[config.mk]
export PLATFORM = sky130hd
export DESIGN_NAME = nmea_gll_tx_flat
export DESIGN_NICKNAME = d
export VERILOG_FILES = /design/src/rtl/nmea_pkg.sv /design/src/rtl/nmea_gll_tx_if.sv /design/src/rtl/nmea_bin2dec.sv /design/src/rtl/nmea_gll_tx.sv /design/src/flat_wrapper.sv
export SDC_FILE = /design/constraint.sdc
export NUM_CORES = 1
export LEC_CHECK = 0
export ABC_AREA = 1
export BUFFER_PORTS_ARGS = -buffer_cell sky130_fd_sc_hd__buf_2
export CORE_MARGIN = 2
export CORE_UTILIZATION = 30
export CTS_CLUSTER_DIAMETER = 120
export DETAILED_ROUTE_END_ITERATION = 10
export SLEW_MARGIN = 5
export SYNTH_ARGS = -nofsm -noshare
export SYNTH_HDL_FRONTEND = slang
export SYNTH_SLANG_ARGS = --single-unit
export TNS_END_PERCENT = 100
[constraint.sdc]
create_clock -name clk -period 11.6 [get_ports clk]
set_clock_uncertainty 0.2 [all_clocks]
set_input_delay 0.58 -clock clk [delete_from_list [all_inputs] [get_ports clk]]
set_output_delay 0.58 -clock clk [all_outputs]
set_load 0.01 [all_outputs]
[src/rtl/nmea_pkg.sv]
// Shared NMEA constants, FSM state type and ASCII helpers for the GLL transmit path.
// The checksum option (NMEA_GLL_CHECKSUM_EN) selects between the two sentence lengths below.
package nmea_pkg;

   localparam logic [7:0] CH_DOLLAR = 8'h24;
   localparam logic [7:0] CH_COMMA  = 8'h2C;
   localparam logic [7:0] CH_DOT    = 8'h2E;
   localparam logic [7:0] CH_STAR   = 8'h2A;
   localparam logic [7:0] CH_CR     = 8'h0D;
   localparam logic [7:0] CH_LF     = 8'h0A;
   localparam logic [7:0] CH_N      = 8'h4E;
   localparam logic [7:0] CH_S      = 8'h53;
   localparam logic [7:0] CH_E      = 8'h45;
   localparam logic [7:0] CH_W      = 8'h57;

   localparam logic [15:0] TALKER = "GP";
   localparam logic [23:0] GLL_ID = "GLL";

   localparam int LAT_DEG_MAX_DEF = 89;
   localparam int LON_DEG_MAX_DEF = 179;
   localparam int SUBMIN_MAX_DEF  = 599999;

   localparam int LEN_CSUM   = 36;
   localparam int LEN_NOCSUM = 33;

   typedef enum logic [2:0] {
      IDLE,
      CHECK,
      CONVERT,
      SEND,
      GAP,
      WAIT,
      FINISH
   } gll_state_t;

   function automatic logic [7:0] dig_ascii(input logic [3:0] d);
      return {4'h3, d};
   endfunction

   function automatic logic [7:0] hex_ascii(input logic [3:0] n);
      return (n < 4'd10) ? {4'h3, n} : (8'h37 + {4'h0, n});
   endfunction

endpackage

[src/rtl/nmea_gll_tx_if.sv]
// Byte handshake between the sentence formatter (master) and the UART transmitter (slave).
interface nmea_gll_tx_if;
   logic [7:0] tx_data;
   logic       tx_send;
   logic       tx_busy;

   modport master (output tx_data, output tx_send, input  tx_busy);
   modport slave  (input  tx_data, input  tx_send, output tx_busy);
endinterface

[src/rtl/nmea_bin2dec.sv]
// 24-bit binary to 6-digit BCD, sequential double-dabble with a fixed 24-cycle conversion.
// done stays high from the end of a conversion until the next go.
module nmea_bin2dec (
   input  logic        clk,
   input  logic        rst,
   input  logic        go,
   input  logic [23:0] bin,
   output logic        done,
   output logic [23:0] bcd
);

   logic [23:0] r_shift;
   logic [23:0] r_bcd;
   logic [4:0]  r_cnt;
   logic        r_active;
   logic        r_done;
   logic [19:0] w_adj;

   // The top digit never reaches 5 for results below 10^6, so only the lower five are adjusted.
   // NOTE: every variable assigned in always_comb gets a default first, so no latch is inferred.
   always_comb begin
      w_adj = r_bcd[19:0];
      for (int i = 0; i < 5; i++) begin
         if (r_bcd[4*i +: 4] >= 4'd5) w_adj[4*i +: 4] = r_bcd[4*i +: 4] + 4'd3;
      end
   end

   // NOTE: sequential state uses non-blocking assignments so every register samples pre-edge values.
   always_ff @(posedge clk or posedge rst) begin
      if (rst) begin
         r_shift  <= '0;
         r_bcd    <= '0;
         r_cnt    <= '0;
         r_active <= 1'b0;
         r_done   <= 1'b0;
      end else if (go) begin
         r_shift  <= bin;
         r_bcd    <= '0;
         r_cnt    <= '0;
         r_active <= 1'b1;
         r_done   <= 1'b0;
      end else if (r_active) begin
         r_bcd   <= {r_bcd[22:20], w_adj, r_shift[23]};
         r_shift <= {r_shift[22:0], 1'b0};
         r_cnt   <= r_cnt + 5'd1;
         if (r_cnt == 5'd23) begin
            r_active <= 1'b0;
            r_done   <= 1'b1;
         end
      end
   end

   assign done = r_done;
   assign bcd  = r_bcd;

endmodule

[src/rtl/nmea_gll_tx.sv]
// Formats a lat/lon fix as "$GPGLL,DDMM.MMMM,N,DDDMM.MMMM,W*HH\r\n" and streams it to the UART.
// Define NMEA_GLL_CHECKSUM_EN to append "*HH"; without it the sentence ends "...,E|W\r\n".
module nmea_gll_tx
   import nmea_pkg::*;
#(
   parameter int LAT_DEG_MAX = LAT_DEG_MAX_DEF,
   parameter int LON_DEG_MAX = LON_DEG_MAX_DEF,
   parameter int SUBMIN_MAX  = SUBMIN_MAX_DEF
) (
   input  logic               clk,
   input  logic               rst,
   input  logic               start,
   input  logic [6:0]         lat_deg,
   input  logic [23:0]        lat_submins,
   input  logic               lat_north,
   input  logic [7:0]         lon_deg,
   input  logic [23:0]        lon_submins,
   input  logic               lon_east,
   output logic               busy,
   output logic               done,
   output logic               err,
   nmea_gll_tx_if.master      uart
);

`ifdef NMEA_GLL_CHECKSUM_EN
   localparam logic [5:0] LAST_IDX = 6'(LEN_CSUM - 1);
   localparam logic [5:0] STAR_IDX = 6'd31;
   logic [7:0] r_csum, w_csum_nxt;
`else
   localparam logic [5:0] LAST_IDX = 6'(LEN_NOCSUM - 1);
`endif

   gll_state_t  r_state, w_state_nxt;
   logic [5:0]  r_idx, w_idx_nxt;
   logic [6:0]  r_lat_deg;
   logic [23:0] r_lat_sub;
   logic        r_lat_n;
   logic [7:0]  r_lon_deg;
   logic [23:0] r_lon_sub;
   logic        r_lon_e;
   logic        r_busy, r_done, r_err, r_tx_send;
   logic [7:0]  r_tx_data;

   logic        w_done_nxt, w_err_nxt, w_send_nxt, w_capture, w_go, w_range_ok;
   logic        w_lat_done, w_lon_done;
   logic [23:0] w_lat_bcd, w_lon_bcd;
   logic [3:0]  w_lat_t, w_lat_u, w_lon_h, w_lon_t, w_lon_u;
   logic [7:0]  w_char;

   nmea_bin2dec u_lat_conv (.clk(clk), .rst(rst), .go(w_go), .bin(r_lat_sub),
                            .done(w_lat_done), .bcd(w_lat_bcd));
   nmea_bin2dec u_lon_conv (.clk(clk), .rst(rst), .go(w_go), .bin(r_lon_sub),
                            .done(w_lon_done), .bcd(w_lon_bcd));

   assign w_range_ok = (r_lat_deg <= 7'(LAT_DEG_MAX)) && (r_lon_deg <= 8'(LON_DEG_MAX)) &&
                       (r_lat_sub <= 24'(SUBMIN_MAX)) && (r_lon_sub <= 24'(SUBMIN_MAX));

   assign w_lat_t = 4'(r_lat_deg / 7'd10);
   assign w_lat_u = 4'(r_lat_deg % 7'd10);
   assign w_lon_h = 4'(r_lon_deg / 8'd100);
   assign w_lon_t = 4'((r_lon_deg / 8'd10) % 8'd10);
   assign w_lon_u = 4'(r_lon_deg % 8'd10);

   always_comb begin
      w_char = CH_COMMA;
      case (r_idx)
         6'd0:  w_char = CH_DOLLAR;
         6'd1:  w_char = TALKER[15:8];
         6'd2:  w_char = TALKER[7:0];
         6'd3:  w_char = GLL_ID[23:16];
         6'd4:  w_char = GLL_ID[15:8];
         6'd5:  w_char = GLL_ID[7:0];
         6'd7:  w_char = dig_ascii(w_lat_t);
         6'd8:  w_char = dig_ascii(w_lat_u);
         6'd9:  w_char = dig_ascii(w_lat_bcd[23:20]);
         6'd10: w_char = dig_ascii(w_lat_bcd[19:16]);
         6'd11: w_char = CH_DOT;
         6'd12: w_char = dig_ascii(w_lat_bcd[15:12]);
         6'd13: w_char = dig_ascii(w_lat_bcd[11:8]);
         6'd14: w_char = dig_ascii(w_lat_bcd[7:4]);
         6'd15: w_char = dig_ascii(w_lat_bcd[3:0]);
         6'd17: w_char = r_lat_n ? CH_N : CH_S;
         6'd19: w_char = dig_ascii(w_lon_h);
         6'd20: w_char = dig_ascii(w_lon_t);
         6'd21: w_char = dig_ascii(w_lon_u);
         6'd22: w_char = dig_ascii(w_lon_bcd[23:20]);
         6'd23: w_char = dig_ascii(w_lon_bcd[19:16]);
         6'd24: w_char = CH_DOT;
         6'd25: w_char = dig_ascii(w_lon_bcd[15:12]);
         6'd26: w_char = dig_ascii(w_lon_bcd[11:8]);
         6'd27: w_char = dig_ascii(w_lon_bcd[7:4]);
         6'd28: w_char = dig_ascii(w_lon_bcd[3:0]);
         6'd30: w_char = r_lon_e ? CH_E : CH_W;
`ifdef NMEA_GLL_CHECKSUM_EN
         6'd31: w_char = CH_STAR;
         6'd32: w_char = hex_ascii(r_csum[7:4]);
         6'd33: w_char = hex_ascii(r_csum[3:0]);
         6'd34: w_char = CH_CR;
         6'd35: w_char = CH_LF;
`else
         6'd31: w_char = CH_CR;
         6'd32: w_char = CH_LF;
`endif
         default: w_char = CH_COMMA;
      endcase
   end

   always_comb begin
      w_state_nxt = r_state;
      w_idx_nxt   = r_idx;
      w_send_nxt  = 1'b0;
      w_done_nxt  = 1'b0;
      w_err_nxt   = 1'b0;
      w_capture   = 1'b0;
      w_go        = 1'b0;
`ifdef NMEA_GLL_CHECKSUM_EN
      w_csum_nxt  = r_csum;
`endif
      case (r_state)
         IDLE: if (start) begin
            w_capture   = 1'b1;
            w_idx_nxt   = '0;
`ifdef NMEA_GLL_CHECKSUM_EN
            w_csum_nxt  = '0;
`endif
            w_state_nxt = CHECK;
         end
         CHECK: if (w_range_ok) begin
            w_go        = 1'b1;
            w_state_nxt = CONVERT;
         end else begin
            w_err_nxt   = 1'b1;
            w_state_nxt = IDLE;
         end
         CONVERT: if (w_lat_done && w_lon_done) w_state_nxt = SEND;
         SEND: if (!uart.tx_busy) begin
            w_send_nxt  = 1'b1;
            w_state_nxt = GAP;
`ifdef NMEA_GLL_CHECKSUM_EN
            // Checksum covers only the bytes strictly between '$' and '*'.
            if (r_idx != 6'd0 && r_idx < STAR_IDX) w_csum_nxt = r_csum ^ w_char;
`endif
         end
         GAP: w_state_nxt = WAIT;
         WAIT: if (!uart.tx_busy) begin
            if (r_idx == LAST_IDX) begin
               w_state_nxt = FINISH;
            end else begin
               w_idx_nxt   = r_idx + 6'd1;
               w_state_nxt = SEND;
            end
         end
         FINISH: begin
            w_done_nxt  = 1'b1;
            w_state_nxt = IDLE;
         end
         default: w_state_nxt = IDLE;
      endcase
   end

   always_ff @(posedge clk or posedge rst) begin
      if (rst) begin
         r_state   <= IDLE;
         r_idx     <= '0;
         r_lat_deg <= '0;
         r_lat_sub <= '0;
         r_lat_n   <= 1'b0;
         r_lon_deg <= '0;
         r_lon_sub <= '0;
         r_lon_e   <= 1'b0;
         r_busy    <= 1'b0;
         r_done    <= 1'b0;
         r_err     <= 1'b0;
         r_tx_send <= 1'b0;
         r_tx_data <= '0;
`ifdef NMEA_GLL_CHECKSUM_EN
         r_csum    <= '0;
`endif
      end else begin
         r_state   <= w_state_nxt;
         r_idx     <= w_idx_nxt;
         r_busy    <= (w_state_nxt != IDLE);
         r_done    <= w_done_nxt;
         r_err     <= w_err_nxt;
         r_tx_send <= w_send_nxt;
         if (w_send_nxt) r_tx_data <= w_char;
`ifdef NMEA_GLL_CHECKSUM_EN
         r_csum    <= w_csum_nxt;
`endif
         if (w_capture) begin
            r_lat_deg <= lat_deg;
            r_lat_sub <= lat_submins;
            r_lat_n   <= lat_north;
            r_lon_deg <= lon_deg;
            r_lon_sub <= lon_submins;
            r_lon_e   <= lon_east;
         end
      end
   end

   assign busy         = r_busy;
   assign done         = r_done;
   assign err          = r_err;
   assign uart.tx_send = r_tx_send;
   assign uart.tx_data = r_tx_data;

endmodule
[src/flat_wrapper.sv]
// flat-port wrapper written by rule: the top's interface ports become plain ports
module nmea_gll_tx_flat import nmea_pkg::*;
#(
   parameter int LAT_DEG_MAX = LAT_DEG_MAX_DEF,
   parameter int LON_DEG_MAX = LON_DEG_MAX_DEF,
   parameter int SUBMIN_MAX  = SUBMIN_MAX_DEF
)
  (clk, rst, start, lat_deg, lat_submins, lat_north, lon_deg, lon_submins, lon_east, busy, done, err, uart_tx_data, uart_tx_send, uart_tx_busy);
  nmea_gll_tx_if uart_i ();
  input  logic clk;
  input  logic rst;
  input  logic start;
  input  logic [6:0] lat_deg;
  input  logic [23:0] lat_submins;
  input  logic lat_north;
  input  logic [7:0] lon_deg;
  input  logic [23:0] lon_submins;
  input  logic lon_east;
  output logic busy;
  output logic done;
  output logic err;
  output wire logic [$bits(uart_i.tx_data)-1:0] uart_tx_data;
  output wire logic [$bits(uart_i.tx_send)-1:0] uart_tx_send;
  input wire logic [$bits(uart_i.tx_busy)-1:0] uart_tx_busy;
  assign uart_tx_data = uart_i.tx_data;
  assign uart_tx_send = uart_i.tx_send;
  assign uart_i.tx_busy = uart_tx_busy;
  nmea_gll_tx #(.LAT_DEG_MAX(LAT_DEG_MAX), .LON_DEG_MAX(LON_DEG_MAX), .SUBMIN_MAX(SUBMIN_MAX)) u_core (.clk(clk), .rst(rst), .start(start), .lat_deg(lat_deg), .lat_submins(lat_submins), .lat_north(lat_north), .lon_deg(lon_deg), .lon_submins(lon_submins), .lon_east(lon_east), .busy(busy), .done(done), .err(err), .uart(uart_i));
endmodule
==> results of run 1 <==
[cell type report]
class                   instances  area, µm²  area share
repair buffers                 87      455.4     0.03635
inverters                     192      737.0     0.05881
well taps                     468      585.6     0.04673
clock inverters                11      96.34    0.007688
clock buffers                  21      460.4     0.03674
multi-input cells            1003       5316      0.4243
flip-flops and latches        195       4880      0.3894
[stage by stage]
step           setup WS [ps]  std cells
2_1_floorplan           5508       1441
3_3_place_gp            7730       1945
3_5_place_dp            7553       1945
4_1_cts                 7528       1977
5_1_grt                 7020       1977
6_report                7521       1977
[power groups by stage]
stage | Clock (mW) | Combinational, mW | Sequential [mW]
final | 0.572 | 1.36 | 1.07
after global routing | 0.611 | 1.56 | 1.10
after CTS | 0.586 | 1.37 | 1.07
after detailed placement | 0 | 1.36 | 1.08
after global placement | 0 | 1.33 | 1.08
after floorplan | 0 | 1.07 | 1.03
[cell usage after synthesis, types with 6 or more instances]
cell type	instances
nand2_2	20
o211ai_1	6
nand3_2	11
o2111ai_1	13
dfrtp_1	195
clkbuf_1	41
o31ai_1	7
nand4_1	19
nor3_1	23
a211oi_1	6
o22ai_1	9
xor2_1	18
a21oi_1	44
nand2_4	10
ha_1	37
nor4_1	9
nand3_1	86
o41ai_1	13
inv_1	177
nand2_1	393
buf_1	7
inv_2	11
nor2_1	89
o21ai_0	137
[worst max path at each step]
stage / to / depth (start not counted) / slack (ps)
3_5_place_dp: u_core.uart.tx_data[3]$_DFFE_PP0P_ / 30 / 7550
4_1_cts: u_core.uart.tx_data[3]$_DFFE_PP0P_ / 30 / 7530
5_1_grt: u_core.uart.tx_data[3]$_DFFE_PP0P_ / 30 / 7020
2_1_floorplan: u_core.busy$_DFF_PP0_ / 1 / 5510
6_report: u_core.uart.tx_data[3]$_DFFE_PP0P_ / 30 / 7520
3_3_place_gp: u_core.uart.tx_data[3]$_DFFE_PP0P_ / 28 / 7730
[layer usage]
layer | track usage | part of all wire | vias up
met5 | 0 | 0 | -
met4 | 0.05387 | 0.025 | 0
met3 | 0.02122 | 0.036 | 45
met2 | 0.2331 | 0.45 | 198
met1 | 0.2068 | 0.49 | 4446
li1 | - | - | 4824
[flip-flops by register name, summed over array words and instances, names as in the netlist]
| name | flops |
|---|---|
| u_core.u_lon_conv.r_shift | 24 |
| u_core.uart.tx_send | 1 |
| u_core.r_idx | 6 |
| u_core.u_lat_conv.r_shift | 24 |
| u_core.u_lon_conv.bcd | 24 |
| u_core.r_state | 3 |
| u_core.uart.tx_data | 7 |
| u_core.r_lat_sub | 24 |
| u_core.u_lat_conv.r_cnt | 5 |
| u_core.u_lat_conv.done | 1 |
| u_core.r_lon_sub | 24 |
| u_core.err | 1 |
| u_core.u_lat_conv.r_active | 1 |
| u_core.done | 1 |
| u_core.u_lat_conv.bcd | 24 |
| u_core.busy | 1 |
| u_core.u_lon_conv.r_cnt | 5 |
| u_core.u_lon_conv.done | 1 |
| u_core.r_lon_e | 1 |
| u_core.u_lon_conv.r_active | 1 |
| u_core.r_lat_n | 1 |
| u_core.r_lon_deg | 8 |
| u_core.r_lat_deg | 7 |
[cell families after synthesis]
kind of cell | count (synthesis) | synth area share
fa+ha+maj | 37 | 0.04162
other cells | 1 | 0.0003371
flops | 195 | 0.4387
xor+xnor | 20 | 0.01575
simple gates | 676 | 0.2714
buf+inv | 243 | 0.08358
compound gates | 269 | 0.1486
[critical path, delay by kind of cell (launching register included)]
| kind | cells | cell delay [ps] |
|---|---|---|
| AND/OR/NAND/NOR | 17 | 1650 |
| adder cells (fa/ha/maj) | 3 | 650 |
| flip-flops | 1 | 560 |
| buffers and inverters | 6 | 430 |
| AO/OA/AOI/OAI | 3 | 400 |
| XOR/XNOR | 1 | 160 |
==> summary.md, run 1 <==
| Metric | Value |
|---|---|
| Run status | completed |
| Slew HR | 0.3316 |
| Ys flop type | dfrtp_1 |
| Max-slew violations | 0 |
| First-pass DRT Iterations | 5 |
| Vias/cell | 4.812 |
| Arrival time worst endpoint | around 4300 ps |
| Finished Cell Area | 12530 µm² |
| HP Class | input port to register |
| Area growth syn-to-layout | 12.65% |
| Startpoint Class | register |
| # Post-CTS Setup Buffers | 0 |
| Hold Path Cell Cnt | 3 |
| Ys Warns | 0 |
| DRC | 0 |
| Fin util | 0.3431 |
| Worst-path fanout max | 10 |
| R2R depth | 30 |
| Die ar. | 38630 µm² |
| Net Sw Frac | 0.4486 |
| Netlist cell types | 57 |
| Initial Util | 0.3046 |
| Logic pwr share | 0.453 |
| RSZ-0062 raised after global routing | no |
| Tcrit/Tclk final | 0.3516 |
| Fill cells | between 3000 and 4000 |
| Synth top area share | 0.4387 |
| Nets | 1602 |
| Hpwl dp | just over 20000 µm |
| Clock Latency Late Sink | 440 ps |
| Inserted Diodes | 0 |
| Setup TNS | 0 ps |
| Final Power | 2.997 mW |
| Slew @ Worst Pin | 1003 ps |
| Die W | ~200 µm |
| Worst reg2reg startpoint | u_core.r_lon_deg[5]$_DFFE_PP0P_ |
| Cell area power density | 239.2 nW/µm² |
| DRT iter0 DRCs | 572 |
| Hold_sp | lat_submins[4] |
| Final wirelength | approximately 28000 µm |
| Std-Cell Rows | 70 |
| GRT overflow | 0 |
| Post-synth EDFFs | 0 |
| Syn nets | between 1500 and 2000 |
| Synth top area cells | dfrtp_1 44%, nand2_1 13%, o21ai_0 6.2% |
| Final Setup Violations | 0 |
| Drt wl/cell | roughly 14 µm |
| GP Congestion | 0.9055 |
| Initial antenna violation count | 0 |
| Crit path capture type | register |
| Share of synthesized registers carrying an async set or reset | 1.000 |
| Leakage power | 6.261 nW |
| H-tree depth | 4 |
| DR vias | between 9000 and 10000 |
| Crit Path Class | register to register |
| Worst vdd ir | 0.09945 mV |
| Avg Cell Area, Syn | 7.719 µm² |
| Largest net degree at the start of global routing | 146 |
| Most used cell along the critical path | nand2_1 |
| Most frequent cells in the layout | 392 x nand2_1, 195 x dfrtp_1, 176 x inv_1, 137 x o21ai_0, 89 x nor2_1 |
| Post-CTS Resized | 0 |
| CTS tree | built |
| Clock network fraction of total power | 0.191 |
| Sequential area share after synthesis | 0.4387 |
| Reg power frac | 0.356 |
| Hold buffers post-CTS | 0 |
| Worst path required time | roughly 12000 ps |
| Hold Crit Endpoint | u_core.r_lat_sub[4]$_DFFE_PP0P_ |
| WHS | between 100 and 150 ps |
| #FFs+latches synth | 195 |
| First-pass GRT wire length | ~46000 µm |
| Final Hold Fails | 0 |
| CTS buffer count | 17 |
| Critical path's slowest cell | dfrtp_1 |
| Max cap viols | 0 |
| Psw | 1.345 mW |
| Layout cells sized above 1 | 0.1286 |
| Port Buffers | 79 |
| Antenna Nets Post-Route | 0 |
| Yosys top cell by area | dfrtp_1 |
| CP Launch Point | u_core.r_lon_deg[5]$_DFFE_PP0P_ |
| Boundary Pins | 81 |
| Mapped cell area | 11120 µm² |
| Tmin final | 4079 ps |
| Fmax | 245.2 MHz |
| Int Pwr | 1.653 mW |
| Placed inst area | 11970 µm² |
| Mapped Cells | ~1400 |
| Clock slew at reported path FFs | 70 ps |
| Clk sinks | 195 |
| Chip height | about 200 µm |
| Reg2Reg Setup Slack | 7520 ps |
| Clk Tree Root Cell | clkbuf_16 |
| Crit-path max cell delay | 560 ps |
| Core Region | between 30000 and 40000 µm² |
| Most common cell after layout, fill and taps aside | nand2_1 |
| Reg-to-Reg End | u_core.uart.tx_data[3]$_DFFE_PP0P_ |
| Total Routing Usage GR | 0.1479 |
| Clk buf depth | 2 |
| Vias in the first global route | 9019 |
No activity file was read; power rests on OpenSTA's default activity.
==> inputs of run 2 (changes only) <==
- ABC_AREA: 1 -> 0
- clock period: 11.6 -> 3.3 ns (I/O delays scaled with it)
==> summary.md, run 2 <==
| Metric | Value |
|---|---|
| Drt wl/cell | 15.07 µm |
| Worst vdd ir | 0.4147 mV |
| Final Hold Fails | 0 |
| Finished Cell Area | between 15000 and 20000 µm² |
| HP Class | input port to async pin |
| First-pass DRT Iterations | 5 |
| Inserted Diodes | 0 |
| First-pass GRT wire length | approximately 50000 µm |
| GRT overflow | 0 |
| Boundary Pins | between 80 and 90 |
| Nets | 1570 |
| Final Setup Violations | 3 |
| Slew HR | 0.4548 |
| RSZ-0062 raised after global routing | yes |
| Worst-path cell chain | inv_2 -> ha_4 -> nor3b_4 -> o32a_4 -> buf_6 -> nand4_1 -> nand2_2 -> o2111ai_1 -> o21ai_2 -> buf_4 -> buf_4 -> ha_2 -> and4_1 -> a311oi_2 -> a21oi_2 -> o22ai_2 -> buf_4 -> a31oi_1 -> o311a_1 -> o21ai_2 |
| WHS | 212.1 ps |
| Startpoint Class | register |
| Vias/cell | 4.961 |
| GP Congestion | 0.8606 |
| Crit path capture type | register |
| Post-Place Cells | 1872 |
| Tcrit/Tclk final | 1.129 |
| Clock slew at reported path FFs | 80 ps |
| Max cap viols | 0 |
| Most common cell after layout, fill and taps aside | dfrtp_1 |
| Worst path required time | 3470 ps |
| Critical path's slowest cell | dfrtp_2 |
| Initial Util | 0.3037 |
| Mapped Cells | 1206 |
| Most frequent cells in the layout | 187 x dfrtp_1, 146 x buf_4, 107 x nand2_1, 106 x nor2_1, 103 x o21ai_0 |
| Cell area power density | 310.5 nW/µm² |
| Run status | finished with violations |
| Crit-path max cell delay | 450 ps |
| Final wirelength | 29970 µm |
| Core Region | 37490 µm² |
| Netlist cell types | 89 |
| Crit Path Class | register to register |
| DRC | 0 |
| Max-slew violations | 0 |
| Most used cell along the critical path | buf_4 |
| Count leader, synth | dfrtp_1 |
| Ys Warns | 0 |
| CTS tree | built |
| Die ar. | slightly below 40000 µm² |
| Leakage power | 6.629 nW |
| Avg Cell Area, Syn | 9.441 µm² |
| Yosys top cell by area | dfrtp_1 |
| Multi-input gate area | 6367 µm² |
| Synth top cells by count | 195 x dfrtp_1, 109 x nand2_1, 109 x nor2_1, 109 x o21ai_0, 71 x a21oi_1 |
| Hpwl dp | 21660 µm |
| Setup WS pre-CTS | -525.3 ps |
| Std-Cell Rows | 71 |
| Final worst slack | -424.3 ps |
| Fill cells | 3683 |
| Largest net degree at the start of global routing | 73 |
| Placed inst area | 13410 µm² |
| Chip height | 198.8 µm |
| DR vias | approximately 10000 |
| Clock Latency Late Sink | roughly 450 ps |
| Share of synthesized registers carrying an async set or reset | 1.000 |
| Slew @ Worst Pin | 816.1 ps |
| Clk sinks | 195 |
| Port Buffers | 79 |
| Tmin final | 3724 ps |
| Antenna Nets Post-Route | 0 |
| Die W | about 200 µm |
| Area growth syn-to-layout | 32.71% |
| DRT iter0 DRCs | 549 |
| Arrival time worst endpoint | 3890 ps |
| CTS buffer count | 17 |
| Total Routing Usage GR | 0.1564 |
| Ys flop type | dfrtp_1 |
| Reg area | 4890 µm² |
| #FFs+latches synth | 195 |
| Vias in the first global route | between 9000 and 10000 |
| Initial antenna violation count | 1 |
| Fmax | 268.5 MHz |
| Layout cells sized above 1 | 0.2830 |
| Sequential area share after synthesis | 0.4286 |
| Mapped cell area | between 10000 and 15000 µm² |
| H-tree depth | 4 |
| Clk buf depth | 2 |
| Worst-path fanout max | 4 |
| Synth top area share | 0.4286 |
| Post-synth EDFFs | 0 |
| Failing checks | negative setup slack |
| Syn nets | 1312 |
| Clk Tree Root Cell | clkbuf_16 |
| Synth top area cells | dfrtp_1 43%, mux2i_1 6.1%, mux2_2 5.7% |
| Fin util | 0.4031 |
| Cell Count, Final, Fillers Out | 1988 |
[run 2: cell count changes after synthesis, sizes merged, moves of 20 or more]
cell and delta:
a21oi +27, buf +20, nand3 -67, nand2b +23, inv -146, mux2 +58, mux2i +69, o21ai -26
nand2 -315
[run 2: worst paths after layout]
check | start | to | slack, ps | cells after the start
worst max-delay path | u_core.r_lon_deg[3]$_DFFE_PP0P_ | u_core.uart.tx_data[1]$_DFFE_PP0P_ | -420 | 20
worst min-delay path | rst | u_core.r_lat_sub[4]$_DFFE_PP0P_ | 210 | 3
worst min register to register | u_core.r_lat_sub[4]$_DFFE_PP0P_ | u_core.u_lat_conv.r_shift[4]$_DFFE_PP0P_ | 290 | 2
min in group clk | lat_submins[9] | u_core.r_lat_sub[9]$_DFFE_PP0P_ | 270 | 3
worst max register to register | u_core.r_lon_deg[3]$_DFFE_PP0P_ | u_core.uart.tx_data[1]$_DFFE_PP0P_ | -420 | 20
max in group asynchronous | rst | u_core.r_lon_sub[5]$_DFFE_PP0P_ | 1820 | 4
[run 2: area by class of cell]
type,count,share of cell area
timing repair buffer,309,0.1606
multi-input combinational,898,0.4214
tap,511,0.04231
sequential,195,0.3236
clock buffer,18,0.02906
clock inverter,14,0.01176
inverter,43,0.01126
[run 2: kinds of logic (layout without fill, tap and decap cells)]
| logic type | count (synthesis) | after routing | share of synthesized area |
|---|---|---|---|
| AND/OR/NAND/NOR | 386 | 386 | 0.1641 |
| AO/OA/AOI/OAI | 312 | 312 | 0.1778 |
| flip-flops | 195 | 195 | 0.4286 |
| multiplexers | 127 | 127 | 0.1180 |
| buffers and inverters | 113 | 384 | 0.04352 |
| adder cells (fa/ha/maj) | 38 | 38 | 0.04154 |
| XOR/XNOR | 34 | 34 | 0.02615 |
| other | 1 | 1 | 0.0003294 |
[run 2: what timing repair did]
action                                  in CTS  in global routing
cloned                                       0                  0
pin swaps                                   17                 29
endpoints found under the setup margin       4                104
hold buffers                                71                  0
hold endpoints to repair                   104                  0
buffers inserted                             4                  9
gates resized for setup                     21                 40
[run 2: worst max-delay path, delay by kind of cell, from the launching register on]
kind	cells	cell delay (ps)
DFF	1	450
and+or+nand+nor	4	410
AOI/OAI and AO/OA	9	1610
adders and majority gates	2	370
buffers and inverters	5	630
[run 2: through the flow]
stage	TNS, ps	total power, mW
after floorplan	-1088	2.473
after CTS	-1183	4.759
after detailed placement	-1485	2.536
final	-1223	4.692
after global routing	-2034	4.865
after global placement	-1161	2.535
[run 2: per-layer routing]
| layer | GRT usage | part of all wire | vias to the layer above |
|---|---|---|---|
| li1 | - | - | 4857 |
| met1 | 0.2119 | 0.47 | 4754 |
| met2 | 0.2577 | 0.47 | 214 |
| met3 | 0.02916 | 0.041 | 36 |
| met4 | 0.03759 | 0.014 | 2 |
| met5 | 0 | 0.00037 | - |
[run 2: where the power goes]
part	internal (mW)	switching [mW]	leakage, nW
Combinational	0.0883	0.0719	3.68
Sequential	2.39	0	2.66
Clock	1.06	1.09	0.299
Total	3.53	1.16	6.63
==> inputs of run 3 (changes only) <==
- CELL_PAD_IN_SITES_DETAIL_PLACEMENT: unset -> 0
- CELL_PAD_IN_SITES_GLOBAL_PLACEMENT: unset -> 1
- PLACE_DENSITY_LB_ADDON: unset -> 0.1
==> summary.md, run 3 (same netlist as run 2, synthesis figures left out) <==
| Metric | Value |
|---|---|
| Chip height | 198.8 µm |
| Vias in the first global route | 9481 |
| Final Setup Violations | 3 |
| Critical path's slowest cell | dfrtp_1 |
| Clock slew at reported path FFs | 70 ps |
| Antenna Nets Post-Route | 0 |
| Total Routing Usage GR | 0.1690 |
| DRT iter0 DRCs | 607 |
| CTS buffer count | 17 |
| Max cap viols | 0 |
| H-tree depth | 4 |
| Slew HR | 0.5079 |
| Most common cell after layout, fill and taps aside | dfrtp_1 |
| Vias/cell | 4.906 |
| Clk buf depth | 2 |
| GP Congestion | approximately 0.84 |
| Layout cells sized above 1 | 0.2804 |
| Arrival time worst endpoint | 3840 ps |
| WHS | 96.10 ps |
| HP Class | input port to async pin |
| Tmin final | between 3000 and 4000 ps |
| Die W | 198.8 µm |
| Cell area power density | 310.9 nW/µm² |
| Largest net degree at the start of global routing | 79 |
| Clk sinks | 195 |
| First-pass DRT Iterations | 7 |
| Final wirelength | 32360 µm |
| Max-slew violations | 0 |
| Startpoint Class | register |
| Drt wl/cell | roughly 16 µm |
| DR vias | 9733 |
| Crit path capture type | register |
| Die ar. | just under 40000 µm² |
| Inserted Diodes | 0 |
| Worst-path cell chain | buf_4 -> buf_4 -> nor2_4 -> nand3_2 -> or3_4 -> a32o_2 -> a21oi_4 -> ha_4 -> inv_4 -> nor4_2 -> a2111o_1 -> o211ai_1 -> buf_4 -> a211oi_4 -> o22a_1 -> o21ai_1 -> o22a_1 -> a31oi_1 |
| Fmax | around 270 MHz |
| Port Buffers | 79 |
| Finished Cell Area | 15100 µm² |
| First-pass GRT wire length | 52540 µm |
| CTS tree | built |
| Final Power | roughly 4.7 mW |
| Tcrit/Tclk final | 1.117 |
| Core Region | 37490 µm² |
| Nets | approximately 1600 |
| Worst vdd ir | between 0.4 and 0.5 mV |
| Clk Tree Root Cell | clkbuf_16 |
| DRC | 0 |
| Most frequent cells in the layout | 190 x dfrtp_1, 145 x buf_4, 107 x nand2_1, 105 x nor2_1, 104 x o21ai_0 |
| RSZ-0062 raised after global routing | yes |
| Crit Path Class | register to register |
| Failing checks | negative setup slack |
| Slew @ Worst Pin | 737.3 ps |
| Leakage power | approximately 6.6 nW |
| Worst-path fanout max | 6 |
| Cell Count, Final, Fillers Out | 1984 |
| Area growth syn-to-layout | 32.58% |
| Reg2Reg Setup Slack | -380 ps |
| Worst path required time | 3460 ps |
| Initial antenna violation count | 0 |
| Initial Util | 0.3037 |
| Run status | finished with violations |
| Std-Cell Rows | 71 |
| Post-Place Cells | approximately 1900 |
| Final worst slack | -384.8 ps |
| Boundary Pins | 81 |
| GRT overflow | 0 |
| Final Hold Fails | 0 |
| Hpwl dp | between 20000 and 25000 µm |
| Clock Latency Late Sink | around 440 ps |
| Placed inst area | about 13000 µm² |
| Crit-path max cell delay | around 430 ps |
| Most used cell along the critical path | buf_4 |
## run 3: changes by cell type in the layout (fill, tap and decap cells not counted), sizes merged
cell	delta
inv	-6
buf	-2
clkinv	+1
bufinv	+1
dlygate4sd3	-2
clkbuf	+4
## run 3: stage by stage
step | TNS [ps] | util | setup slack [ps]
floorplan | -1088 | - | -401.0
global placement | -1346 | 0.3573 | -504.6
detailed placement | -1442 | 0.3573 | -534.5
CTS | -1070 | 0.4004 | -359.0
global route | -1606 | 0.4027 | -559.3
finish | -1107 | 0.4027 | -384.8
## run 3: what timing repair did
action	CTS	global route
hold buffers	69	0
gates resized for setup	49	16
endpoints found under the setup margin	3	5
pin swaps	36	11
endpoints found under the hold margin	152	0
buffers inserted	10	2
## run 3: layout make-up
| type | instances | area [µm²] |
|---|---|---|
| fillers | 3853 | 22390 |
| multi-input cells | 898 | 6416 |
| flip-flops and latches | 195 | 4886 |
| repair buffers | 305 | 2380 |
| well taps | 511 | 639.4 |
| clock buffers | 22 | 484.2 |
| inverters | 43 | 170.2 |
| clock inverters | 10 | 120.1 |
## run 3: per-layer routing
layer  part of all wire  track usage
met2               0.47       0.2696
met5                  0            0
met4             0.0084      0.03372
met1               0.50       0.2432
met3              0.024      0.02492
## run 3: power by group
part	leakage [nW]	internal, mW	switching [mW]	total (mW)
Sequential	2.66	2.39	0	2.39
Clock	0.297	1.15	0.997	2.14
Combinational	3.66	0.0875	0.0746	0.162
## run 3: critical path: cells and delay by family, from the launching register on
kind,cells,cell delay [ps]
flops,1,430
fa+ha+maj,1,180
simple gates,4,790
compound gates,9,1470
buf+inv,4,520
## run 3: final timing paths
check / from / to / depth (start not counted)
min in group clk: lon_deg[6] / u_core.r_lon_deg[6]$_DFFE_PP0P_ / 4
max reg2reg: u_core.r_lon_deg[3]$_DFFE_PP0P_ / u_core.uart.tx_data[3]$_DFFE_PP0P_ / 18
min reg2reg: u_core.uart.tx_data[6]$_DFFE_PP0P_ / u_core.uart.tx_data[6]$_DFFE_PP0P_ / 1
min: rst / u_core.u_lat_conv.r_shift[5]$_DFFE_PP0P_ / 3
max in group asynchronous: rst / u_core.r_lon_deg[5]$_DFFE_PP0P_ / 4
max: u_core.r_lon_deg[3]$_DFFE_PP0P_ / u_core.uart.tx_data[3]$_DFFE_PP0P_ / 18
